`config.mk`:
```
export PLATFORM = sky130hd
export DESIGN_NAME = sigma_delta_dac_modulator_flat
export DESIGN_NICKNAME = d
export VERILOG_FILES = /design/src/rtl/dsm_pkg.sv /design/src/rtl/sigma_delta_dac_modulator_if.sv /design/src/rtl/dsm2_core.sv /design/src/rtl/sigma_delta_dac_modulator.sv /design/src/flat_wrapper.sv
export SDC_FILE = /design/constraint.sdc
export NUM_CORES = 1
export LEC_CHECK = 0
export BUFFER_PORTS_ARGS = -buffer_cell sky130_fd_sc_hd__buf_2
export CORE_MARGIN = 3
export CORE_UTILIZATION = 64
export CTS_CLUSTER_SIZE = 16
export DETAILED_ROUTE_END_ITERATION = 12
export PLACE_DENSITY = 0.93
export SLEW_MARGIN = 20
export SYNTH_ARGS = -nofsm -noshare
export SYNTH_HDL_FRONTEND = slang
export SYNTH_HIERARCHICAL = 1
export SYNTH_SLANG_ARGS = --single-unit
```
`constraint.sdc`:
```
create_clock -name mclk1 -period 18.5 [get_ports mclk1]
set_clock_uncertainty 0.1 [all_clocks]
set_input_delay 2.775 -clock mclk1 [delete_from_list [all_inputs] [get_ports mclk1]]
set_output_delay 2.775 -clock mclk1 [all_outputs]
set_load 0.02 [all_outputs]
```
`src/rtl/dsm_pkg.sv`:
```
// Shared constants and types for the second-order delta-sigma DAC modulator.
package dsm_pkg;
  localparam int          FS        = 32768;
  localparam logic [15:0] MIDSCALE  = 16'h8000;
  localparam int          DSM_IW    = 24;
  localparam int          DSM_CLAMP = 26214;
  localparam int          DSM_LIMIT = 2097152;

  typedef logic signed [DSM_IW-1:0] integ_t;
endpackage

```
`src/rtl/sigma_delta_dac_modulator_if.sv`:
```
// Sample/control bus between the sample source and the DAC modulator.
interface sigma_delta_dac_modulator_if;
  logic [15:0] dec_rate;
  logic [15:0] DATA;
  logic        data_en;
  logic        sample_req;
  logic        mdata1;
  logic        underrun;
  logic        overload;

  modport master (
    output dec_rate, DATA, data_en,
    input  sample_req, mdata1, underrun, overload
  );

  modport slave (
    input  dec_rate, DATA, data_en,
    output sample_req, mdata1, underrun, overload
  );
endinterface

```
`src/rtl/dsm2_core.sv`:
```
// Second-order CIFB modulator: input clamp, two integrators, 1-bit quantizer
// and overload recovery that clears both integrators.
module dsm2_core
  import dsm_pkg::*;
#(
  parameter int IW    = DSM_IW,
  parameter int CLAMP = DSM_CLAMP,
  parameter int LIMIT = DSM_LIMIT
) (
  input  logic        mclk1,
  input  logic        reset,
  input  logic [15:0] active,
  output logic        mdata1,
  output logic        overload
);
  localparam logic signed [IW-1:0] FS_W    = IW'(FS);
  localparam logic signed [IW-1:0] CLAMP_W = IW'(CLAMP);
  localparam logic signed [IW-1:0] LIMIT_W = IW'(LIMIT);

  logic signed [IW-1:0] int1_reg, int2_reg;
  logic signed [IW-1:0] x_raw, x, v, int1_next, int2_next;
  logic                 y, ovf;

  always_comb begin
    x_raw = $signed({{(IW-16){1'b0}}, active}) - FS_W;
    if (x_raw > CLAMP_W)
      x = CLAMP_W;
    else if (x_raw < -CLAMP_W)
      x = -CLAMP_W;
    else
      x = x_raw;

    y         = ~int2_reg[IW-1];
    v         = y ? FS_W : -FS_W;
    int1_next = int1_reg + x - v;
    int2_next = int2_reg + int1_next - v;
    ovf       = (int1_next > LIMIT_W) || (int1_next < -LIMIT_W) ||
                (int2_next > LIMIT_W) || (int2_next < -LIMIT_W);
  end

  always_ff @(posedge mclk1 or posedge reset) begin
    if (reset) begin
      int1_reg <= '0;
      int2_reg <= '0;
      mdata1   <= 1'b0;
      overload <= 1'b0;
    end else begin
      mdata1   <= y;
      overload <= ovf;
      // Recovery restarts from zero state, so the next output bit is a 1.
      if (ovf) begin
        int1_reg <= '0;
        int2_reg <= '0;
      end else begin
        int1_reg <= int1_next;
        int2_reg <= int2_next;
      end
    end
  end
endmodule

```
`src/rtl/sigma_delta_dac_modulator.sv`:
```
// Delta-sigma DAC front end: sample-period scheduler (counter plus
// pending/active register pair) feeding the second-order modulator core.
module sigma_delta_dac_modulator
  import dsm_pkg::*;
#(
  parameter int IW    = DSM_IW,
  parameter int CLAMP = DSM_CLAMP,
  parameter int LIMIT = DSM_LIMIT
) (
  input  logic                        mclk1,
  input  logic                        reset,
  sigma_delta_dac_modulator_if.slave  bus
);
  logic [15:0] counter_reg, period_m1;
  logic        boundary;
  logic [15:0] pending_reg, active_reg;
  logic        pending_valid_reg, primed_reg;
  logic        sample_req_reg, underrun_reg;
  logic        core_mdata1, core_overload;

  // ">=" rather than "==" so a shrinking dec_rate wraps at the next edge.
  always_comb begin
    period_m1 = (bus.dec_rate < 16'd2) ? 16'd1 : bus.dec_rate - 16'd1;
    boundary  = (counter_reg >= period_m1);
  end

  always_ff @(posedge mclk1 or posedge reset) begin
    if (reset) begin
      counter_reg       <= '0;
      sample_req_reg    <= 1'b0;
      underrun_reg      <= 1'b0;
      pending_reg       <= MIDSCALE;
      pending_valid_reg <= 1'b0;
      active_reg        <= MIDSCALE;
      primed_reg        <= 1'b0;
    end else begin
      counter_reg    <= boundary ? '0 : counter_reg + 16'd1;
      sample_req_reg <= boundary;
      underrun_reg   <= boundary && !pending_valid_reg && primed_reg;

      if (boundary && pending_valid_reg) begin
        active_reg <= pending_reg;
        primed_reg <= 1'b1;
      end

      // A strobe on the boundary cycle stays pending for the next period.
      if (bus.data_en) begin
        pending_reg       <= bus.DATA;
        pending_valid_reg <= 1'b1;
      end else if (boundary) begin
        pending_valid_reg <= 1'b0;
      end
    end
  end

  dsm2_core #(
    .IW    (IW),
    .CLAMP (CLAMP),
    .LIMIT (LIMIT)
  ) u_core (
    .mclk1    (mclk1),
    .reset    (reset),
    .active   (active_reg),
    .mdata1   (core_mdata1),
    .overload (core_overload)
  );

  assign bus.sample_req = sample_req_reg;
  assign bus.underrun   = underrun_reg;
  assign bus.mdata1     = core_mdata1;
  assign bus.overload   = core_overload;
endmodule

```
`src/flat_wrapper.sv`:
```
// flat-port wrapper written by rule: the top's interface ports become plain ports
module sigma_delta_dac_modulator_flat import dsm_pkg::*;
#(
  parameter int IW    = DSM_IW,
  parameter int CLAMP = DSM_CLAMP,
  parameter int LIMIT = DSM_LIMIT
)
  (mclk1, reset, bus_dec_rate, bus_DATA, bus_data_en, bus_sample_req, bus_mdata1, bus_underrun, bus_overload);
  sigma_delta_dac_modulator_if bus_i ();
  input  logic mclk1;
  input  logic reset;
  input wire logic [$bits(bus_i.dec_rate)-1:0] bus_dec_rate;
  input wire logic [$bits(bus_i.DATA)-1:0] bus_DATA;
  input wire logic [$bits(bus_i.data_en)-1:0] bus_data_en;
  output wire logic [$bits(bus_i.sample_req)-1:0] bus_sample_req;
  output wire logic [$bits(bus_i.mdata1)-1:0] bus_mdata1;
  output wire logic [$bits(bus_i.underrun)-1:0] bus_underrun;
  output wire logic [$bits(bus_i.overload)-1:0] bus_overload;
  assign bus_i.dec_rate = bus_dec_rate;
  assign bus_i.DATA = bus_DATA;
  assign bus_i.data_en = bus_data_en;
  assign bus_sample_req = bus_i.sample_req;
  assign bus_mdata1 = bus_i.mdata1;
  assign bus_underrun = bus_i.underrun;
  assign bus_overload = bus_i.overload;
  sigma_delta_dac_modulator #(.IW(IW), .CLAMP(CLAMP), .LIMIT(LIMIT)) u_core (.mclk1(mclk1), .reset(reset), .bus(bus_i));
endmodule
```
### Word-level counts from Yosys, hierarchy flattened

Index checks and enable logic that the tools add are counted.

| operators by class | value |
|---|---|
| add/sub/neg operators | 7 |
| order comparisons | 8 |
| mux-type cells | 9 |
| bitwise logic cells | 1 |
| reductions and logical operators | 8 |

Operators by type and width:

| kind | number |
|---|---|
| $mux W24 | 5 |
| $add A24 B24 Y24 | 2 |
| $gt A24 B23 Y1 const B | 2 |
| $lt A24 B22 Y1 const B | 2 |
| $sub A24 B24 Y24 | 2 |
| $mux W16 | 2 |
| $gt A24 B16 Y1 const B | 1 |
| $lt A24 B16 Y1 const B | 1 |
| $sub A16 B16 Y17 const B | 1 |
| $add A16 B1 Y16 const B | 1 |
| $ge A16 B16 Y1 | 1 |
| $lt A16 B2 Y1 const B | 1 |
| $sub A16 B1 Y16 const B | 1 |
| $logic_and A1 B1 Y1 | 3 |
| $logic_or A1 B1 Y1 | 3 |
| $mux W1 | 2 |
| $reduce_bool A2 Y1 | 1 |
| $logic_not A1 Y1 | 1 |
| $not A1 Y1 | 1 |

| storage, ports and cells | value |
|---|---|
| register bits after elaboration | 102 |
| input bits | 35 |
| output and inout port bits | 4 |
| word-level logic and storage cells | 44 |

### Longest topological paths before layout

| logic depth | value |
|---|---|
| depth in word-level cells | 12 |
| gate-level depth with buffers | 31 |
| depth with buffers taken out | 29 |

### Modules after synthesis

The synthesis kept the hierarchy.

By module, submodules not included:

| module | instances | cells each | area an instance (µm²) | sequential area each (µm²) |
|---|---|---|---|---|
| dsm2_core | 1 | 690 | 5620.4 | 1251.2 |
| sigma_delta_dac_modulator | 1 | 248 | 2695.1 | 1303.8 |

### Least setup slack after synthesis

Ideal clock, no wire load.

| path | value |
|---|---|
| kind | input -> register |
| start point | input bus_dec_rate[6] |
| end point | register u_core.active_reg[0] |
| setup time | 0.125 ns |
| data arrival time | 6.351 ns |
| data required time | 18.275 ns |
| slack | 11.924 ns |
| stages on the path | 13 |
| path buffers | 2 |
| cells stage by stage | or4_4 > or3_4 > or4_1 > or2_4 > buf_6 > nand2_1 > ha_1 > nand4_1 > nor3_1 > o311ai_0 > a31oi_1 > buf_2 > mux2_2 |

| between the ends | value |
|---|---|
| longest elaborated chain between the ends | 4 |
| elaborated cells between the ends (all ways) | 5 |
| classes of those cells | add/sub: 1; order compare: 2; mux: 1; reduce/logical: 1 |

RTL lines:

| element | RTL line | source |
|---|---|---|
| start: declaration | flat_wrapper.sv:12 | `input wire logic [$bits(bus_i.dec_rate)-1:0] bus_dec_rate;` |
| $sub A16 B1 Y16 or $lt A16 B2 Y1 (tied branches) | sigma_delta_dac_modulator.sv:23 | `period_m1 = (bus.dec_rate < 16'd2) ? 16'd1 : bus.dec_rate - 16'd1;` |
| $mux W16 * | sigma_delta_dac_modulator.sv:23 |  |
| $ge A16 B16 Y1 * | sigma_delta_dac_modulator.sv:24 | `boundary = (counter_reg >= period_m1);` |
| $logic_and A1 B1 Y1 * | sigma_delta_dac_modulator.sv:41 | `if (boundary && pending_valid_reg) begin` |
| end signal: assignment | sigma_delta_dac_modulator.sv:42 | `active_reg <= pending_reg;` |
| end: declaration | sigma_delta_dac_modulator.sv:16 | `logic [15:0] pending_reg, active_reg;` |

Every way passes the cells marked *; elsewhere a longest branch is shown, timed or not.
A chain may end at the register's enable or synchronous reset.

### Worst setup path after layout

| path | value |
|---|---|
| start point | register u_core.active_reg[1] |
| end point | register u_core.u_core.int2_reg[16] |

| between the ends | value |
|---|---|
| longest elaborated chain between the ends | 12 |
| elaborated cells between the ends (all ways) | 17 |
| classes of those cells | add/sub: 5; order compare: 6; mux: 3; reduce/logical: 3 |

RTL lines:

| element | RTL line | source |
|---|---|---|
| $sub A16 B16 Y17 * | dsm2_core.sv:25 | `x_raw = $signed({{(IW-16){1'b0}}, active}) - FS_W;` |
| $lt A24 B16 Y1 | dsm2_core.sv:28 | `else if (x_raw < -CLAMP_W)` |
| $mux W24 | dsm2_core.sv:28 |  |
| $mux W24 * | dsm2_core.sv:26 | `if (x_raw > CLAMP_W)` |
| $add A24 B24 Y24 * | dsm2_core.sv:35 | `int1_next = int1_reg + x - v;` |
| $sub A24 B24 Y24 * | dsm2_core.sv:35 |  |
| $add A24 B24 Y24 | dsm2_core.sv:36 | `int2_next = int2_reg + int1_next - v;` |
| $sub A24 B24 Y24 | dsm2_core.sv:36 |  |
| $gt A24 B23 Y1 | dsm2_core.sv:38 | `(int2_next > LIMIT_W) \|\| (int2_next < -LIMIT_W);` |
| $logic_or A1 B1 Y1 | dsm2_core.sv:37 | `ovf = (int1_next > LIMIT_W) \|\| (int1_next < -LIMIT_W) \|\|` |
| $logic_or A1 B1 Y1 | dsm2_core.sv:38 |  |
| $mux W24 * | dsm2_core.sv:51 | `if (ovf) begin` |
| end signal: assignment | dsm2_core.sv:56 | `int2_reg <= int2_next;` |
| end: declaration | dsm2_core.sv:20 | `logic signed [IW-1:0] int1_reg, int2_reg;` |

Marked as above.

==> impl_metrics.json <==
{
  "setup_viol": 0,
  "hp-class": "flop to flop",
  "cts_made_buffers": 9,
  "reg2reg_depth": 30,
  "area_delta_synth_final_pct": 7.87,
  "cap_violations": 0,
  "final_nets": 1115,
  "synth-main-ff-cell": "dfrtp_1",
  "synth_edf_count": 0,
  "worstMarginPinSlew_ns": 0.878,
  "finalHoldViolCount": 0,
  "post_cts_buffers": 0,
  "r2r-end": "u_core/u_core/int2_reg[16]",
  "hold-path-cell-count": 1,
  "ant_nets": 0,
  "cts_tree": "built",
  "cts_sinks": 102,
  "via_count": 7016,
  "critPathMaxStageDelay_ns": 0.48,
  "crit_type": "flop to flop",
  "pin_count": 39,
  "dp_cells": 1132,
  "fin_tns_setup_ns": 0,
  "syn_nets": 1082,
  "final_common_cell": "inv_1",
  "core-area_sq_um": 12700,
  "placementRows": 41,
  "synth_seq_cells": 102,
  "first_pass_iters": 6,
  "cts-resized-gates": 0,
  "clk_pin_slew_ns": 0.08,
  "cts-root-buf": "clkbuf_16",
  "io_buffers": 38,
  "wl_um": 19100,
  "synthCells": 938,
  "cp_num_buf_inv": 4,
  "crit_path_top_delay_cell": "buf_4",
  "r2r-start": "u_core/active_reg[1]",
  "outcome": "finished clean",
  "maxSlewViolCount": 0,
  "arrival_ns": 8.05,
  "final_cell_area_sq_um": 8970,
  "fmax_mhz": 127,
  "r2r_slack_ns": 10.60,
  "synthDistinctLibCells": 73,
  "drt_iter0_markers": 540,
  "cp-start-kind": "flop",
  "grt_pass1_vias": 7004,
  "htree_levels": 3,
  "worst-path-max-fanout": 49,
  "async_reset_ff_frac": 1.00,
  "antennaDiodeCount": 0,
  "grt_overflow_total": 0,
  "grt_pass1_wl_um": 32100,
  "worstSetupEndpointType": "flop",
  "dieHeight_um": 120,
  "cp_num_cells": 30,
  "die_area_sq_um": 14400,
  "syn_area_sq_um": 8320,
  "dpl_cell_area_sq_um": 8670,
  "nFillCells": 914,
  "path_delay_family": "compound AO/OA/AOI/OAI gates",
  "gp_congestion": 0.921,
  "endpoint": "u_core/u_core/int2_reg[16]",
  "synth.avg_cell_area_sq_um": 8.87,
  "crit_top_cell": "ha_1",
  "clk_path_buf_depth": 2,
  "fin_crit_sh": 0.427,
  "vias_per_cell": 6.11,
  "crit_required_ns": 18.65,
  "die_x_um": 120,
  "grt_use_total": 0.273,
  "whs_ns": 0.382,
  "drc_errors": 0,
  "slew_headroom": 0.414,
  "wl_per_cell_um": 16.6,
  "grt_max_degree": 53,
  "start_util": 0.656,
  "final_cell_mix": "inv_1 (141), dfrtp_1 (100), ha_1 (95)",
  "hpwl_um": 13900,
  "min_period_ns": 7.90,
  "yosysSeqAreaShare": 0.307,
  "clkLatencyLatePin_ns": 0.36,
  "finalNonFillerCells": 1148,
  "synth_warnings": 6,
  "drive_above_1_share": 0.125,
  "ctsHoldBuffers": 0,
  "crit_start": "u_core/active_reg[1]",
  "rsz0062_at_grt": "false",
  "antenna_found_initial": 0
}
-- cell type report --
type,count,area (sq um),area share
Multi-Input combinational cell,672,5140,0.574
Sequential cell,102,2550,0.285
Inverter,144,542,0.0604
Clock buffer,9,225,0.0251
Timing Repair Buffer,42,220,0.0246
Tap cell,172,215,0.0240
Clock inverter,7,67.6,0.00753
-- cells in the mapped netlist (6+ instances only) --
cell / n / area share
nand2_1: 60 / 0.027
nand3_1: 19 / 0.011
inv_1: 143 / 0.065
mux2_2: 34 / 0.046
nor3_2: 8 / 0.0096
and3_1: 18 / 0.014
ha_1: 95 / 0.14
fa_1: 14 / 0.034
buf_2: 6 / 0.0036
a21oi_1: 57 / 0.034
a21o_1: 14 / 0.013
xnor2_1: 31 / 0.033
clkbuf_1: 10 / 0.0045
dfrtp_1: 100 / 0.30
nor2_1: 59 / 0.027
nor3_1: 42 / 0.025
nor4_1: 7 / 0.0053
o211ai_1: 15 / 0.014
o21ai_0: 29 / 0.017
nand4_1: 11 / 0.0083
o21a_1: 10 / 0.0090
xor2_1: 26 / 0.027
nand2b_1: 10 / 0.0075
nor3b_1: 10 / 0.0090
-- metrics by stage --
stage               setup slack, ns  utilization
global placement              11.24        0.684
floorplan                     11.92            -
global route                  10.17        0.708
detailed placement            10.89        0.684
finish                        10.60        0.708
CTS                           10.83        0.707
-- cell families after synthesis --
group / after synthesis / synth area share
simple gates: 285 / 0.181
compound gates: 184 / 0.148
fa+ha+maj: 109 / 0.177
flops: 102 / 0.307
mux: 37 / 0.0497
buf+inv: 164 / 0.0772
xor+xnor: 57 / 0.0600
-- worst min-delay path by stage --
stage | end | slack, ns | start
floorplan | u_core/primed_reg | 0.33 | u_core/primed_reg
finish | u_core/primed_reg | 0.38 | u_core/primed_reg
global placement | u_core/primed_reg | 0.34 | u_core/primed_reg
CTS | u_core/primed_reg | 0.38 | u_core/primed_reg
global route | u_core/primed_reg | 0.40 | u_core/primed_reg
detailed placement | u_core/primed_reg | 0.36 | u_core/primed_reg
-- layer usage --
metal  vias to the layer above  track usage  part of all wire
li1                       3337            -                 -
met1                      3369        0.322              0.40
met2                       260        0.496              0.52
met3                        50       0.0462             0.052
met4                         0        0.100             0.024
met5                         -            0                 0
Power is not shown: default switching activity piles up to over one toggle a cycle in this logic, so the estimate is an artifact.
